<file path="config.mk">
export PLATFORM = sky130hd
export DESIGN_NAME = awb_stats
export DESIGN_NICKNAME = d
export VERILOG_FILES = /design/src/rtl/awb_pkg.sv /design/src/rtl/awb_seq_div.sv /design/src/rtl/awb_stats.sv
export SDC_FILE = /design/constraint.sdc
export NUM_CORES = 1
export LEC_CHECK = 0
export ABC_AREA = 1
export BUFFER_PORTS_ARGS = -buffer_cell sky130_fd_sc_hd__buf_2
export CAP_MARGIN = 20
export CELL_PAD_IN_SITES_DETAIL_PLACEMENT = 1
export CELL_PAD_IN_SITES_GLOBAL_PLACEMENT = 2
export CORE_MARGIN = 10
export CORE_UTILIZATION = 33
export DETAILED_ROUTE_END_ITERATION = 12
export GPL_TIMING_DRIVEN = 0
export HOLD_SLACK_MARGIN = 0.02
export PLACE_DENSITY = 0.73
export SLEW_MARGIN = 10
export SYNTH_ARGS = -nofsm -noshare
export SYNTH_HDL_FRONTEND = slang
export SYNTH_HIERARCHICAL = 1
export SYNTH_SLANG_ARGS = --single-unit
</file>
<file path="constraint.sdc">
create_clock -name clk -period 2.1 [get_ports clk]
set_input_delay 0.63 -clock clk [delete_from_list [all_inputs] [get_ports clk]]
set_output_delay 0.63 -clock clk [all_outputs]
set_load 0.01 [all_outputs]
</file>
<file path="src/rtl/awb_pkg.sv">
// awb_pkg: shared types and constants for the auto-white-balance statistics stage.
//   awb_state_e   - frame FSM states
//   MeanNeutral   - mean reported when no pixel contributed (all clipped)
//   MeanMin       - smallest mean ever reported; the downstream divider needs non-zero
//   awb_acc_width - accumulator/divider width for a given frame size
package awb_pkg;

  typedef enum logic [2:0] {
    StIdle,
    StAccum,
    StDivR,
    StDivG,
    StDivB,
    StDone
  } awb_state_e;

  localparam logic [7:0] MeanNeutral = 8'd128;
  localparam logic [7:0] MeanMin     = 8'd1;

  // Room for 255 * pixel_count without overflow.
  function automatic int unsigned awb_acc_width(input int unsigned img_w,
                                                input int unsigned img_h);
    return 8 + $clog2(img_w * img_h + 1);
  endfunction

endpackage

</file>
<file path="src/rtl/awb_seq_div.sv">
// awb_seq_div: W-bit restoring divider, one quotient bit per cycle.
//   clk, rst_n   - clock, asynchronous active-low reset
//   start_i      - load dividend/divisor; W iterations follow
//   dividend_i   - numerator
//   divisor_i    - denominator (must be non-zero)
//   done_o       - one-cycle pulse, quot_o valid from this cycle on
//   quot_o       - floor(dividend/divisor), saturated to 8 bits
module awb_seq_div #(
  parameter int unsigned W = 27
) (
  input  logic         clk,
  input  logic         rst_n,
  input  logic         start_i,
  input  logic [W-1:0] dividend_i,
  input  logic [W-1:0] divisor_i,
  output logic         done_o,
  output logic [7:0]   quot_o
);

  localparam int unsigned CntW = $clog2(W + 1);
  localparam logic [CntW-1:0] Iters = CntW'(W);

  logic [W-1:0]    rem_q, rem_d;
  logic [W-1:0]    quo_q, quo_d;
  logic [W-1:0]    dvs_q, dvs_d;
  logic [CntW-1:0] cnt_q, cnt_d;
  logic            run_q, run_d;
  logic            done_q, done_d;
  logic [W:0]      shifted;
  logic            ge;

  always_comb begin
    // Dividend bits shift out of quo_q into the partial remainder MSB-first.
    shifted = {rem_q, quo_q[W-1]};
    ge      = shifted >= {1'b0, dvs_q};
    rem_d   = rem_q;
    quo_d   = quo_q;
    dvs_d   = dvs_q;
    cnt_d   = cnt_q;
    run_d   = run_q;
    done_d  = 1'b0;
    if (start_i) begin
      rem_d = '0;
      quo_d = dividend_i;
      dvs_d = divisor_i;
      cnt_d = Iters;
      run_d = 1'b1;
    end else if (run_q) begin
      // When ge is false shifted < divisor, so its top bit is zero.
      rem_d = ge ? W'(shifted - {1'b0, dvs_q}) : shifted[W-1:0];
      quo_d = {quo_q[W-2:0], ge};
      cnt_d = cnt_q - CntW'(1);
      if (cnt_q == CntW'(1)) begin
        run_d  = 1'b0;
        done_d = 1'b1;
      end
    end
  end

  always_ff @(posedge clk or negedge rst_n) begin
    if (!rst_n) begin
      rem_q  <= '0;
      quo_q  <= '0;
      dvs_q  <= '0;
      cnt_q  <= '0;
      run_q  <= 1'b0;
      done_q <= 1'b0;
    end else begin
      rem_q  <= rem_d;
      quo_q  <= quo_d;
      dvs_q  <= dvs_d;
      cnt_q  <= cnt_d;
      run_q  <= run_d;
      done_q <= done_d;
    end
  end

  assign done_o = done_q;
  assign quot_o = (|quo_q[W-1:8]) ? 8'hFF : quo_q[7:0];

endmodule

</file>
<file path="src/rtl/awb_stats.sv">
// awb_stats: per-frame gray-world R/G/B mean statistics for auto white balance.
//   clk, rst_n             - clock, asynchronous active-low reset
//   pix_valid_i, sof_i     - pixel qualifier, start of frame (qualified by pix_valid_i)
//   r_i, g_i, b_i          - pixel components
//   r/g/b_mean_o           - 8-bit channel means, held until the next frame completes
//   valid_o                - one-cycle pulse when new means are presented
//   busy_o                 - high while accumulating or dividing
// Build option: AWB_STATS_CLIP_EN excludes pixels with any component >= CLIP_TH from the
// sums and the divisor; an all-clipped frame reports neutral means.
module awb_stats
  import awb_pkg::*;
#(
  parameter int unsigned IMG_W   = 640,
  parameter int unsigned IMG_H   = 480,
  parameter logic [7:0]  CLIP_TH = 8'd250
) (
  input  logic       clk,
  input  logic       rst_n,
  input  logic       pix_valid_i,
  input  logic       sof_i,
  input  logic [7:0] r_i,
  input  logic [7:0] g_i,
  input  logic [7:0] b_i,
  output logic [7:0] r_mean_o,
  output logic [7:0] g_mean_o,
  output logic [7:0] b_mean_o,
  output logic       valid_o,
  output logic       busy_o
);

  localparam int unsigned ACC_W = awb_acc_width(IMG_W, IMG_H);
  localparam int unsigned CntW  = ACC_W - 8;
  localparam int unsigned NPix  = IMG_W * IMG_H;
  localparam int unsigned PhW   = $clog2(ACC_W + 1);
  localparam logic [CntW-1:0] NPixC  = CntW'(NPix);
  localparam logic [PhW-1:0]  PhLast = PhW'(ACC_W);

  awb_state_e       state_q;
  logic [ACC_W-1:0] sum_r_q, sum_g_q, sum_b_q;
  logic [CntW-1:0]  pix_cnt_q;
  logic [PhW-1:0]   phase_q;
  logic [7:0]       r_res_q, g_res_q;
  logic [7:0]       r_mean_q, g_mean_q, b_mean_q;
  logic             valid_q, busy_q;

  logic             accept, last_pix, pix_incl, div_zero, div_start, div_done;
  logic [ACC_W-1:0] sum_r_nx, sum_g_nx, sum_b_nx, dividend, divisor;
  logic [CntW-1:0]  pix_cnt_nx;
  logic [7:0]       div_quot, quot_clamped;

`ifdef AWB_STATS_CLIP_EN
  logic [CntW-1:0] incl_cnt_q;
  assign pix_incl = (r_i < CLIP_TH) && (g_i < CLIP_TH) && (b_i < CLIP_TH);
  assign divisor  = ACC_W'(incl_cnt_q);
  assign div_zero = (incl_cnt_q == '0);
`else
  assign pix_incl = 1'b1;
  assign divisor  = ACC_W'(NPix);
  assign div_zero = 1'b0;
`endif

  always_comb begin
    // sof_i with a valid pixel always opens a frame outside the divide phase.
    accept     = pix_valid_i && (((state_q == StIdle) && sof_i) || (state_q == StAccum));
    sum_r_nx   = (sof_i ? '0 : sum_r_q) + (pix_incl ? ACC_W'(r_i) : '0);
    sum_g_nx   = (sof_i ? '0 : sum_g_q) + (pix_incl ? ACC_W'(g_i) : '0);
    sum_b_nx   = (sof_i ? '0 : sum_b_q) + (pix_incl ? ACC_W'(b_i) : '0);
    pix_cnt_nx = (sof_i ? '0 : pix_cnt_q) + CntW'(1);
    last_pix   = accept && (pix_cnt_nx == NPixC);

    unique case (state_q)
      StDivR:  dividend = sum_r_q;
      StDivG:  dividend = sum_g_q;
      default: dividend = sum_b_q;
    endcase
    div_start = ((state_q == StDivR) || (state_q == StDivG) || (state_q == StDivB)) &&
                (phase_q == '0) && !div_zero;
    quot_clamped = (div_quot < MeanMin) ? MeanMin : div_quot;
  end

  awb_seq_div #(
    .W(ACC_W)
  ) u_div (
    .clk        (clk),
    .rst_n      (rst_n),
    .start_i    (div_start),
    .dividend_i (dividend),
    .divisor_i  (divisor),
    .done_o     (div_done),
    .quot_o     (div_quot)
  );

  always_ff @(posedge clk or negedge rst_n) begin
    if (!rst_n) begin
      state_q   <= StIdle;
      sum_r_q   <= '0;
      sum_g_q   <= '0;
      sum_b_q   <= '0;
      pix_cnt_q <= '0;
`ifdef AWB_STATS_CLIP_EN
      incl_cnt_q <= '0;
`endif
      phase_q   <= '0;
      r_res_q   <= '0;
      g_res_q   <= '0;
      r_mean_q  <= '0;
      g_mean_q  <= '0;
      b_mean_q  <= '0;
      valid_q   <= 1'b0;
      busy_q    <= 1'b0;
    end else begin
      valid_q <= 1'b0;
      unique case (state_q)
        StIdle, StAccum: begin
          if (accept) begin
            sum_r_q   <= sum_r_nx;
            sum_g_q   <= sum_g_nx;
            sum_b_q   <= sum_b_nx;
            pix_cnt_q <= pix_cnt_nx;
`ifdef AWB_STATS_CLIP_EN
            incl_cnt_q <= (sof_i ? '0 : incl_cnt_q) + CntW'(pix_incl);
`endif
            busy_q  <= 1'b1;
            phase_q <= '0;
            state_q <= last_pix ? StDivR : StAccum;
          end
        end
        StDivR, StDivG, StDivB: begin
          // The previous channel's quotient is ready in the load cycle of the next one.
          if (div_done && (state_q == StDivG)) r_res_q <= quot_clamped;
          if (div_done && (state_q == StDivB)) g_res_q <= quot_clamped;
          if (phase_q == PhLast) begin
            phase_q <= '0;
            unique case (state_q)
              StDivR:  state_q <= StDivG;
              StDivG:  state_q <= StDivB;
              default: begin
                state_q <= StDone;
                busy_q  <= 1'b0;
              end
            endcase
          end else begin
            phase_q <= phase_q + PhW'(1);
          end
        end
        StDone: begin
          if (div_zero) begin
            r_mean_q <= MeanNeutral;
            g_mean_q <= MeanNeutral;
            b_mean_q <= MeanNeutral;
          end else begin
            r_mean_q <= r_res_q;
            g_mean_q <= g_res_q;
            b_mean_q <= quot_clamped;
          end
          valid_q <= 1'b1;
          state_q <= StIdle;
        end
        default: state_q <= StIdle;
      endcase
    end
  end

  assign r_mean_o = r_mean_q;
  assign g_mean_o = g_mean_q;
  assign b_mean_o = b_mean_q;
  assign valid_o  = valid_q;
  assign busy_o   = busy_q;

endmodule
</file>
==> flow_summary.ini <==
[worst_setup_path]
r2r_start = u_div/quo_q[26]$_DFFE_PN0P_
crit_slowest_cell = fa_2
worstPathRequired_ns = 2.56
crit_top_cell = nand2_2
reg2reg_depth = 14
crit_arrival_ns = 2.74
critical_path.top_delay_family = simple AND/OR/NAND/NOR gates
path_cells = buf_16, buf_16, clkbuf_16, clkbuf_16, nor2_4, ha_4, fa_2, nand3_2, nand2_2, a21boi_2, o21ai_2, nand2_2, nor2_4, nand2_2, nor2_4, nand2_2, xor2_1
path_class = in -> reg
cp.buffers_inverters = 4
worst_setup_path_end_kind = flop
critical_path.max_stage_delay_ns = 0.21
path_max_fanout = 6
r2r_slack_ns = -0.10
rr_endpoint = u_div/rem_q[24]$_DFFE_PN0P_
start_kind = primary input

[worst_hold_path]
holdPathStages = 4
hp-start = g_i[0]
hold_path_class = in -> reg
whs_endpoint = sum_g_q[0]$_DFFE_PN0P_

[yosys]
synth-seq-cells = 238
synth_top_family_by_area = simple AND/OR/NAND/NOR gates
netlist_instances = 2120
synth-seq-area-share_pct = 38.91
synth-compound-area-share_pct = 10.60
synth-async-reset-ratio_pct = 100.0
synthFlopType = dfrtp_1
synthXorXnorAreaFrac_pct = 4.635
syn_area_um2 = 15310
syn_avg_cell_area_um2 = 7.220
synthMuxAreaShare_pct = 0
synthSimpleGateAreaFrac_pct = 29.98
synth_edf_count = 0
ys_types = 55
synth-adder-area-share_pct = 5.101
synth-warning-count = 6

[place]
gp_congestion = 0.8661
hpwlAfterDp_um = 39330
port_buffers = 52
pre_cts_slack_ns = -1.480
place_inst = 2799

[floorplanning]
die-height_um = 235.4
coreArea_um2 = 45580
rows = 78
die_w_um = 235.4
initial_utilization_pct = 33.58
ios = 54
die-area_um2 = 55400

[cells_and_area]
final_cell_mix = 536 x nand2_1, 310 x inv_1, 236 x dfrtp_1, 124 x o21ai_0, 107 x nor2_1
instances_no_fill = 2973
final_common_cell = nand2_1
area_delta_synth_final_pct = 37.00
fin_nets = 2438
fin_util_pct = 46.01
antenna_cells = 0
n_fill_cell = 5436
drive_above_1_share_pct = 28.49

[grt]
grt_use_total_pct = 18.91
antenna_found_initial = 0
grt.overflow.total = 0
grt_pass1_vias = 15530
grt_max_degree = 101
grt_pass1_wl_um = 85820

[detailed_routing]
route.detailed.drc = 0
wl_per_cell_um = 18.45
drt_iter0_drc = 724
via_count = 14590
drtAntennaViolNets = 0
routed_wl_um = 54840
via_per_inst = 4.908
firstDrtPassIters = 4

[clocking]
cts_sinks = 238
cts-htree-levels = 1
worstSkewPairLatency_ns = 0.58
clk_path_buf_depth = 3
numCtsBuffers = 31
cts_tree = yes
clkTransAtPathRegs_ns = 0.06
clockRootBuffer = clkbuf_16

[pwr]
power_frac_comb_pct = 62.5
switching_share_pct = 46.71
seqPwrFrac_pct = 21.6
p_leak_nw = 9.733
powerDensity_nw_per_um2 = 1580
p_int_mw = 17.66
total_power_mw = 33.13
pwr-share-clk_pct = 15.9
p_sw_mw = 15.48
vdd_ir_drop_max_mv = 1.303

[timing]
finalMaxSlewViolations = 0
rsz0062_at_grt = true
layout_setup_ws_ns = -0.1776
final_hold_viol_count = 0
clock_skew_ns = 0.01801
fin_hold_ws_ns = 0.4304
setup_viol = 69
fin_crit_ns = 2.278
fmax_mhz = 439.1
finalCritPeriodShare_pct = 108.5
slew_headroom_pct = 62.84
worstMarginPinSlew_ns = 0.5574

[outcome]
status = finished with violations
violations = setup timing

[flow_run]
drv_cap = 0
worst register-to-register path: cells and delay by family, from the launching register on:
| kind | cells | cell delay (ns) |
|---|---|---|
| adders and majority gates | 2 | 0.51 |
| buffers and inverters | 2 | 0.14 |
| and+or+nand+nor | 10 | 1.07 |
| DFF | 1 | 0.39 |
timing repair:
| item | CTS | global route |
|---|---|---|
| hold buffers | 1 | 0 |
| resized for setup | 327 | 198 |
| endpoints found under the hold margin | 56 | 0 |
| setup buffers | 71 | 46 |
| cloned | 4 | 2 |
| setup endpoints to repair | 207 | 195 |
| pin swaps | 94 | 120 |
logic make-up (layout without fill, tap and decap cells):
family / Yosys count / count (layout)
other: 2 / 27
buffers and inverters: 407 / 635
xor gates and xnor gates: 81 / 81
DFF: 238 / 238
and+or+nand+nor: 1050 / 1050
AOI/OAI and AO/OA: 282 / 282
adders and majority gates: 60 / 60
power by group through the flow:
stage                     combinational, mW  sequential (mW)  clock, mW
after floorplan                        10.1             6.86          0
after CTS                              18.8             7.12       5.46
after global placement                 14.1             6.98          0
after detailed placement               14.4             7.03          0
final                                  20.7             7.16       5.27
after global routing                   23.0             7.35       5.64
synthesized netlist by cell type, types with 3 or more instances:
| cell type | instances | area, um2 |
|---|---|---|
| and2_1 | 3 | 18.77 |
| a22oi_1 | 27 | 202.7 |
| o221ai_1 | 25 | 219.0 |
| buf_1 | 6 | 22.52 |
| clkbuf_1 | 30 | 112.6 |
| o22ai_1 | 3 | 18.77 |
| buf_2 | 20 | 100.1 |
| nand2_2 | 13 | 81.33 |
| nor2_1 | 159 | 596.8 |
| fa_1 | 4 | 80.08 |
| o21ai_0 | 141 | 705.7 |
| nor4_1 | 10 | 62.56 |
| ha_1 | 56 | 700.7 |
| a21o_1 | 4 | 30.03 |
| a31oi_1 | 3 | 18.77 |
| a21oi_1 | 46 | 230.2 |
| nand3_2 | 4 | 40.04 |
| o21ai_1 | 22 | 110.1 |
| nand3_1 | 133 | 665.6 |
| nor2_4 | 8 | 90.09 |
| nand3b_1 | 12 | 90.09 |
| nor3_1 | 15 | 75.07 |
| xor2_1 | 49 | 429.2 |
| dfrtp_1 | 238 | 5956 |
| xnor2_1 | 32 | 280.3 |
| nor3_2 | 8 | 80.08 |
| nand4_1 | 30 | 187.7 |
| inv_2 | 13 | 48.80 |
| o21bai_1 | 3 | 22.52 |
| nand2_1 | 625 | 2346 |
| nor2_2 | 19 | 118.9 |
| inv_1 | 325 | 1220 |
| buf_6 | 8 | 90.09 |
sequential cells by signal (all words and copies together) (netlist names), 8 cells and up:
name / flops
g_mean_o: 8
sum_b_q: 27
sum_r_q: 27
pix_cnt_q: 19
sum_g_q: 27
r_mean_o: 8
u_div/quo_q: 27
g_res_q: 8
b_mean_o: 8
u_div/rem_q: 27
u_div/dvs_q: 27
r_res_q: 8
per-layer routing:
metal | routed length [um] | GRT usage [%]
met2 | 27750 | 33.57
met4 | 1270 | 5.075
met5 | 0 | 0
met3 | 1149 | 1.958
met1 | 24670 | 23.84
per-stage QoR:
stage | cell area [um2] | TNS, ns
detailed placement | 16650 | -187.95
finish | 20970 | -4.281
global route | 20970 | -11.30
global placement | 16580 | -1213.80
CTS | 19800 | -4.864
floorplan | 15570 | -43.10
final cells by class:
class / instances / area [um2] / area share (%)
buffer: 65 / 604.3 / 2.882
clock buffer: 43 / 870.8 / 4.153
clock inverter: 13 / 127.6 / 0.6086
inverter: 341 / 1297 / 6.188
multi-input combinational: 1500 / 9908 / 47.25
sequential: 238 / 5958 / 28.41
tap: 600 / 750.7 / 3.580
timing repair buffer: 173 / 1451 / 6.922
worst max-delay path by stage:
stage	from	to	slack (ns)	cells past startpoint
after floorplan	sof_i	sum_g_q[22]$_DFFE_PN0P_	-0.85	18
after global placement	rst_n	pix_cnt_q[16]$_DFFE_PN0P_	-4.38	1
after detailed placement	sof_i	sum_g_q[22]$_DFFE_PN0P_	-1.48	17
after CTS	sof_i	sum_g_q[25]$_DFFE_PN0P_	-0.15	14
after global routing	sof_i	sum_r_q[19]$_DFFE_PN0P_	-0.28	17
final	sof_i	sum_g_q[22]$_DFFE_PN0P_	-0.18	17
Note: power is estimated with default switching activity, not from simulation.
